`config.mk`:
```
export PLATFORM = sky130hd
export DESIGN_NAME = fifo_spi_sched
export DESIGN_NICKNAME = d
export VERILOG_FILES = /design/src/rtl/fifo_spi_pkg.sv /design/src/rtl/fifo_spi_sched_rr_pick.sv /design/src/rtl/fifo_spi_sched.sv
export SDC_FILE = /design/constraint.sdc
export NUM_CORES = 1
export LEC_CHECK = 0
export ABC_AREA = 1
export BUFFER_PORTS_ARGS = -buffer_cell sky130_fd_sc_hd__buf_2
export CORE_MARGIN = 8
export CORE_UTILIZATION = 34
export CTS_CLUSTER_DIAMETER = 150
export DETAILED_ROUTE_END_ITERATION = 7
export SYNTH_ARGS = -nofsm -noshare
export SYNTH_HDL_FRONTEND = slang
export SYNTH_SLANG_ARGS = --single-unit
```
`constraint.sdc`:
```
create_clock -name clk -period 2.9 [get_ports clk]
set_clock_uncertainty 0.1 [all_clocks]
set_input_delay 0.145 -clock clk [delete_from_list [all_inputs] [get_ports clk]]
set_output_delay 0.145 -clock clk [all_outputs]
set_load 0.05 [all_outputs]
```
`src/rtl/fifo_spi_pkg.sv`:
```
// Shared definitions for the fifo_spi write-port scheduler.
//   state_e    : scheduler FSM encoding (2'b11 is unused and recovers to S_IDLE)
//   DATA_W_DEF : default fifo_spi word width
//   GAP_W_DEF  : default width of the gap_cycles field
package fifo_spi_pkg;

  typedef enum logic [1:0] {
    S_IDLE  = 2'd0,
    S_WRITE = 2'd1,
    S_GAP   = 2'd2
  } state_e;

  localparam int DATA_W_DEF = 32;
  localparam int GAP_W_DEF  = 32;

endpackage

```
`src/rtl/fifo_spi_sched_rr_pick.sv`:
```
// rr_pick: combinational round-robin picker.
//   req  in  N_REQ  request vector
//   last in  ID_W   index granted last time; the scan starts at last+1
//   any  out 1      at least one request is set
//   win  out ID_W   first set request found scanning last+1, last+2, ... (wrapping)
module rr_pick #(
  parameter  int N_REQ = 4,
  localparam int ID_W  = $clog2(N_REQ)
) (
  input  logic [N_REQ-1:0] req,
  input  logic [ID_W-1:0]  last,
  output logic             any,
  output logic [ID_W-1:0]  win
);

  int               idx;
  logic [ID_W-1:0]  idx_l;

  always_comb begin
    any   = 1'b0;
    win   = '0;
    idx   = 0;
    idx_l = '0;
    // Walk from the farthest candidate (last itself) back to the nearest
    // (last+1); later hits overwrite earlier ones, so the nearest set request wins.
    for (int k = N_REQ; k >= 1; k--) begin
      idx   = (int'(last) + k) % N_REQ;
      idx_l = ID_W'(idx);
      if (req[idx_l]) begin
        any = 1'b1;
        win = idx_l;
      end
    end
  end

endmodule

```
`src/rtl/fifo_spi_sched.sv`:
```
// fifo_spi_sched: round-robin scheduler sharing the fifo_spi write port
// (we/din) between N_REQ producers, with a programmable minimum gap between
// writes and an MCU hold-off (spi_block).
//   clk        in   system clock, rising edge
//   nrst       in   asynchronous reset, active-low
//   enable     in   1 = new grants allowed
//   gap_cycles in   idle spacing between writes, sampled when leaving WRITE
//   spi_block  in   MCU busy, asynchronous (synchronized here)
//   req        in   per-requester request, held until ack
//   data       in   requester i word at data[i*DATA_W +: DATA_W]
//   ack        out  one-cycle pulse per written word
//   we         out  fifo_spi write strobe
//   din        out  fifo_spi write data, held after the strobe
//   grant_id   out  index of the last granted requester
//   busy       out  FSM not in IDLE
//   words_sent out  write count, wraps
module fifo_spi_sched
  import fifo_spi_pkg::*;
#(
  parameter  int N_REQ       = 4,
  parameter  int DATA_W      = DATA_W_DEF,
  parameter  int GAP_W       = GAP_W_DEF,
  parameter  int SYNC_STAGES = 2,
  localparam int ID_W        = $clog2(N_REQ)
) (
  input  logic                    clk,
  input  logic                    nrst,
  input  logic                    enable,
  input  logic [GAP_W-1:0]        gap_cycles,
  input  logic                    spi_block,
  input  logic [N_REQ-1:0]        req,
  input  logic [N_REQ*DATA_W-1:0] data,
  output logic [N_REQ-1:0]        ack,
  output logic                    we,
  output logic [DATA_W-1:0]       din,
  output logic [ID_W-1:0]         grant_id,
  output logic                    busy,
  output logic [31:0]             words_sent
);

  state_e                 state_q, state_d;
  logic [GAP_W-1:0]       cnt_q, cnt_d;
  logic [SYNC_STAGES-1:0] sync_q, sync_d;
  logic [ID_W-1:0]        last_grant_q, last_grant_d;
  logic [ID_W-1:0]        grant_id_q, grant_id_d;
  logic [N_REQ-1:0]       ack_q, ack_d;
  logic                   we_q, we_d;
  logic                   busy_q, busy_d;
  logic [DATA_W-1:0]      din_q, din_d;
  logic [31:0]            words_sent_q, words_sent_d;

  logic                   blk_s;
  logic                   any;
  logic [ID_W-1:0]        win;

  rr_pick #(.N_REQ(N_REQ)) u_pick (
    .req  (req),
    .last (last_grant_q),
    .any  (any),
    .win  (win)
  );

  assign blk_s = sync_q[SYNC_STAGES-1];

  always_comb begin
    sync_d       = {sync_q[SYNC_STAGES-2:0], spi_block};
    state_d      = state_q;
    cnt_d        = cnt_q;
    last_grant_d = last_grant_q;
    grant_id_d   = grant_id_q;
    ack_d        = '0;
    we_d         = 1'b0;
    din_d        = din_q;
    words_sent_d = words_sent_q;

    case (state_q)
      S_IDLE: begin
        if (enable && any && !blk_s) begin
          din_d        = data[int'(win)*DATA_W +: DATA_W];
          grant_id_d   = win;
          last_grant_d = win;
          ack_d[win]   = 1'b1;
          we_d         = 1'b1;
          state_d      = S_WRITE;
        end
      end
      S_WRITE: begin
        // The word is committed once WRITE has been visible for its cycle.
        cnt_d        = gap_cycles;
        words_sent_d = words_sent_q + 32'd1;
        state_d      = S_GAP;
      end
      S_GAP: begin
        if (cnt_q == '0) state_d = S_IDLE;
        else             cnt_d   = cnt_q - 1'b1;
      end
      default: state_d = S_IDLE;
    endcase

    busy_d = (state_d != S_IDLE);
  end

  always_ff @(posedge clk or negedge nrst) begin
    if (!nrst) begin
      state_q      <= S_IDLE;
      cnt_q        <= '0;
      sync_q       <= '0;
      last_grant_q <= ID_W'(N_REQ - 1);
      grant_id_q   <= '0;
      ack_q        <= '0;
      we_q         <= 1'b0;
      busy_q       <= 1'b0;
      din_q        <= '0;
      words_sent_q <= '0;
    end else begin
      state_q      <= state_d;
      cnt_q        <= cnt_d;
      sync_q       <= sync_d;
      last_grant_q <= last_grant_d;
      grant_id_q   <= grant_id_d;
      ack_q        <= ack_d;
      we_q         <= we_d;
      busy_q       <= busy_d;
      din_q        <= din_d;
      words_sent_q <= words_sent_d;
    end
  end

  assign ack        = ack_q;
  assign we         = we_q;
  assign din        = din_q;
  assign grant_id   = grant_id_q;
  assign busy       = busy_q;
  assign words_sent = words_sent_q;

endmodule
```
Word level (Yosys, flattened, before mapping) --
Index checks and enable logic that the tools add are counted. Widths: inputs -> output; s select.
Operators by class: add/subtract/negate cells 6, multiply operators 0, div/mod/pow operators 0, $lt $le $gt $ge 6, eq/ne operators 3, shift-type cells 1, mux-type cells 27, bitwise logic cells 0, reductions and logical operators 10
Operators with widths (count):
- $shiftx 128x8->32 | 1
- $pmux 32 s2 | 1
- $add 32x1->32 const B | 1
- $logic_not 32->1 | 1
- $mux 32 | 1
- $sub 32x1->32 const B | 1
- $lt 2x3->1 const B | 5
- $mux 2 | 6
- $mux 1 | 11
- $bmux 1 s2 | 4
- $mux 4 | 2
- $pmux 2 s3 | 1
- $add 2x1->2 const B | 2
- $add 2x2->2 const B | 2
- $reduce_and 2->1 | 2
- $reduce_bool 2->1 | 2
- $logic_and 1x1->1 | 3
- $demux 1 s2 | 1
- $eq 2x1->1 const B | 1
- $eq 2x2->1 const B | 1
- $ge 2x1->1 const B | 1
- $logic_not 2->1 | 1
- $ne 2x2->1 const B | 1
- $logic_not 1->1 | 1
Word-level totals: flip-flop bits (word level) 110, latch bits 0, bits in writable memories 0, memory bits (read-only) 0, input bits 168, output and inout port bits 72, word-level logic and storage cells 63, memories 0

Longest topological paths before layout --
depth after elaboration 13, gate-level depth with buffers 16, gate-level depth less buffers 14

By module --
From an unflattened synthesis, not the netlist that was laid out.
Second synthesis, totals: cells, all modules 1111, area total of the unflattened synthesis 7211.9 um^2
Modules (own cells, without submodules):
- fifo_spi_sched | times used 1, cells an instance 1060, area each 6965.4 um^2, seq. area each 2755.1 um^2
- rr_pick | times used 1, cells an instance 51, area each 246.5 um^2, seq. area each 0.0 um^2

Worst setup path before layout --
No wires, ideal clock.
kind reg-to-reg, from register words_sent_q[0], in the netlist words_sent[0], to register words_sent_q[28], in the netlist words_sent[28], library setup time 142 ps, arrival time 1878 ps, required time 2658 ps, slack 780 ps, cell stages (with the launch flop) 10, path buffers 0, clock period less this slack 2120 ps, cell sequence dfrtp_1 ha_1 nand2_1 nor3_4 nand2_2 nor2_1 nand2_1 nor2_1 nand2_1 xnor2_1
Between the ends: longest elaborated chain between the ends 1
RTL lines:
- from (decl) | line fifo_spi_sched.sv:50 | logic [31:0] words_sent_q, words_sent_d;
- from (signal assigned) | line fifo_spi_sched.sv:125 | words_sent_q <= words_sent_d;
- $add 32x1->32 | line fifo_spi_sched.sv:90 | words_sent_d = words_sent_q + 32'd1;
No other way between the ends. A chain may end at the register's enable or synchronous reset.

Worst setup path in the final report --
from register last_grant_q[0], to register din_q[31], in the netlist din[31]
Between the ends: longest elaborated chain between the ends 10, elaborated cells between the ends (all ways) 24, those cells by class add/sub (4); shift (1); mux (16); reduce/logical (3)
RTL lines:
- from (decl) | line fifo_spi_sched.sv:44 | logic [ID_W-1:0] last_grant_q, last_grant_d;
- from (signal assigned) | line fifo_spi_sched.sv:108 | last_grant_q <= ID_W'(N_REQ - 1);
- from (signal assigned) | line fifo_spi_sched.sv:119 | last_grant_q <= last_grant_d;
- branches (longest 10 deep; another with $add 2x1->2)
- to (signal assigned) | line fifo_spi_sched.sv:124 | din_q <= din_d;
- to (decl) | line fifo_spi_sched.sv:49 | logic [DATA_W-1:0] din_q, din_d;
Several ways; the timed one is not identified. The select of a mux whose other input is x is not followed.

==> results by group <==
Drt
  – Drc violations: 0
  – DR WL/cell: 14.9 um
  – Antenna-violating nets left: 0
  – Final WL: 24700 um
  – Vias per inst: 4.77
  – Initial DRC Count: 587
  – DR vias: 7916
  – Pre-Repair DR Iteration Count: 5

Clock network
  – Post-CTS sizing: 0
  – Clk_lat worst skew: 0.36 ns
  – Clock Pin Slew Worst Setup and Hold Paths: 0.08 ns
  – CTS root buffer: clkbuf_16
  – Max clock buf depth: 2
  – CTS tree: built
  – Sink Count: 110
  – H-tree depth: 3
  – TritonCTS buffer count: 9

GRT
  – First-pass GRT wire length: 40100 um
  – Maximum number of pins on one net before global-route repair: 65
  – GRT Util Overall: 0.184
  – GR Overflow Total: 0
  – Initial antenna violation count: 2
  – Vias in the first global route: 7977

Power and ir drop
  – VDD IR-drop max: 999 uV
  – Internal: 4.91 mW
  – Pwr Density: 1120 nW/um^2
  – Leak: 5.49 nW
  – Logic gate share of total power: 0.636
  – NetSw: 5.79 mW
  – Seq pwr share: 0.240
  – Sw frac: 0.541
  – Clk network pwr share: 0.124

STA
  – Achievable Freq: 0.401 GHz
  – Final setup vio count: 0
  – Hold Violations, Final: 0
  – Pins Over Slew Limit: 0
  – Final Cycle Share: 0.861
  – Minimum clock period: 2.50 ns
  – Slew Limit Headroom: 0.513
  – Fin worst setup slack: 0.404 ns
  – RSZ-0062 raised after global routing: no
  – Sum Neg Setup Slack: 0 ns
  – Worst Tran Pin Value: 0.730 ns

Place
  – Placed Instances: 1616
  – Dpl ws: 0.424 ns
  – Routability Congestion: 0.878
  – IO Port Bufs: 239
  – DP HPWL: 18700 um

Synth
  – Post-synth top flop: dfrtp_1
  – Most frequent cell after synthesis: nand2_1
  – Syn_nets: 1297
  – Cells after synthesis: 1127
  – Ys async rst share: 1.00
  – Number of synthesized register bits: 110
  – Seq/Total Area, Yosys: 0.364
  – Post-synth EDFFs: 0
  – Synth warn: 0
  – Netlist Area Pre-Place: 7560 um^2
  – Synth cell types: 43
  – Area contributors post-synth: dfrtp_1 (36%), nand2_1 (16%), nand3_1 (13%)
  – Syn avg cell area: 6.71 um^2
  – Top cell type's share of synthesized area: 0.357
  – Dominant cell type by area after synthesis: dfrtp_1
  – Most common library cells after synthesis: nand2_1 (314), inv_1 (193), nand3_1 (191)

Floorplan
  – Initial Utilization: 0.347
  – Core area: 21800 um^2
  – Num ports: 240
  – Die W: 165 um
  – Die area: 27300 um^2
  – Row count: 54
  – Die span in y: 165 um

Worst setup path
  – Critical Path RT: 3.05 ns
  – Crit start category: register
  – Flop2flop setup slack: 0.40 ns
  – WP data arrival: 2.64 ns
  – Critical path capture point type: register
  – Critical path class: reg2reg
  – Crit-path max FO: 64

Finish
  – Nets@finish: 1541
  – Fillers: 2307
  – Layout cells sized above 1: 0.239
  – Finished Layout Cells: 1658
  – Layout area overhead: 26.6%

Job
  – Max-cap viol count: 0

Outcome
  – Run status: complete, no violations

Min path
  – Worst Hold Class: in2reg
==> what timing repair did <==
action | 4_1_cts | 5_1_grt
endpoints found under the hold margin | 66 | 0
setup buffers | 0 | 0
endpoints found under the setup margin | 0 | 0
hold buffers | 24 | 0
==> metal layers <==
layer  vias up  part of all wire  wire length (um)  GRT usage
met2       252              0.47             11700      0.307
met3        34             0.065              1610     0.0397
met4         0             0.022               547     0.0610
met5         -                 0                 0          0
met1      3610              0.44             10900      0.232
li1       4020                 -                 -          -
==> flip-flops by register name (all words and copies together) (netlist names) <==
register / count
words_sent: 32
din: 32
sync_q: 2
last_grant_q: 2
ack: 4
cnt_q: 32
busy: 1
we: 1
state_q: 2
grant_id: 2
==> layout by cell type (no fill, tap or decap), drive strengths merged, types with 2 or more instances in the layout <==
master         n
nand2        325
buf          260
nand3        205
inv          201
dfrtp        108
nor2          98
dlygate4sd3   24
o21ai         24
xor2          22
a31oi         14
nor3          13
nand4         12
xnor2         11
a21oi         10
clkbuf         9
o211ai         6
or2            4
a22oi          4
nor4           4
o22ai          3
clkinv         3
diode          2
nor3b          2
ha             2
dfstp          2
a21boi         2
==> through the flow <==
| step | total power [mW] | util | cell area (um^2) | hold WS (ns) |
|---|---|---|---|---|
| after floorplan | 7.80 | - | 7560 | -0.251 |
| after global placement | 9.33 | 0.413 | 9010 | 0.125 |
| after detailed placement | 9.38 | 0.413 | 9010 | 0.148 |
| after CTS | 10.8 | 0.438 | 9570 | 0.00189 |
| after global routing | 11.7 | 0.439 | 9570 | 0.0247 |
| final | 10.7 | 0.439 | 9570 | 0.0234 |
==> cell families (layout without fill, tap and decap cells) <==
family                   Yosys count  after routing  share of synthesized area
buffers and inverters            249            498                      0.142
AND/OR/NAND/NOR                  666            666                      0.396
other                              0              2                          0
XOR/XNOR                          33             33                     0.0382
AO/OA/AOI/OAI                     67             67                     0.0561
adder cells (fa/ha/maj)            2              2                    0.00331
flip-flops                       110            110                      0.364
==> area by class of cell <==
cell class | instances | area (um^2) | share of cell area
Tap cell | 280 | 350 | 0.0366
Multi-Input combinational cell | 768 | 3740 | 0.391
Sequential cell | 110 | 2760 | 0.288
Clock buffer | 9 | 225 | 0.0235
Clock inverter | 7 | 90.1 | 0.00941
Antenna cell | 2 | 5.00 | 0.000523
Inverter | 198 | 746 | 0.0779
Timing Repair Buffer | 284 | 1660 | 0.173
==> power by group through the flow <==
stage	Clock [mW]	Sequential [mW]	Combinational [mW]
6_report	1.33	2.56	6.80
5_1_grt	1.45	2.65	7.57
4_1_cts	1.38	2.57	6.84
3_5_place_dp	0	2.58	6.81
3_3_place_gp	0	2.59	6.73
2_1_floorplan	0	3.37	4.43
==> worst paths after layout <==
check / endpoint / from / depth (start not counted)
setup / recovery: din[31] / last_grant_q[0] / 12
hold / removal: we / enable / 3
setup reg to reg: din[31] / last_grant_q[0] / 12
hold reg to reg: sync_q[1] / sync_q[0] / 0
max in group asynchronous: din[13] / nrst / 3
min in group asynchronous: cnt_q[29] / nrst / 2
==> worst max-delay path: stages (launching register included) <==
cell and delay, ns:
dfstp_2 0.67, nand2_1 0.10, nand2_2 0.11, nand2_2 0.08, nand2_1 0.12, inv_2 0.07, nand3_2 0.08, buf_4 0.58
nand3_1 0.15, nand3_1 0.16, nand2_1 0.07, nand2_1 0.05, nand2_1 0.04
No activity file was read; power rests on OpenSTA's default activity.
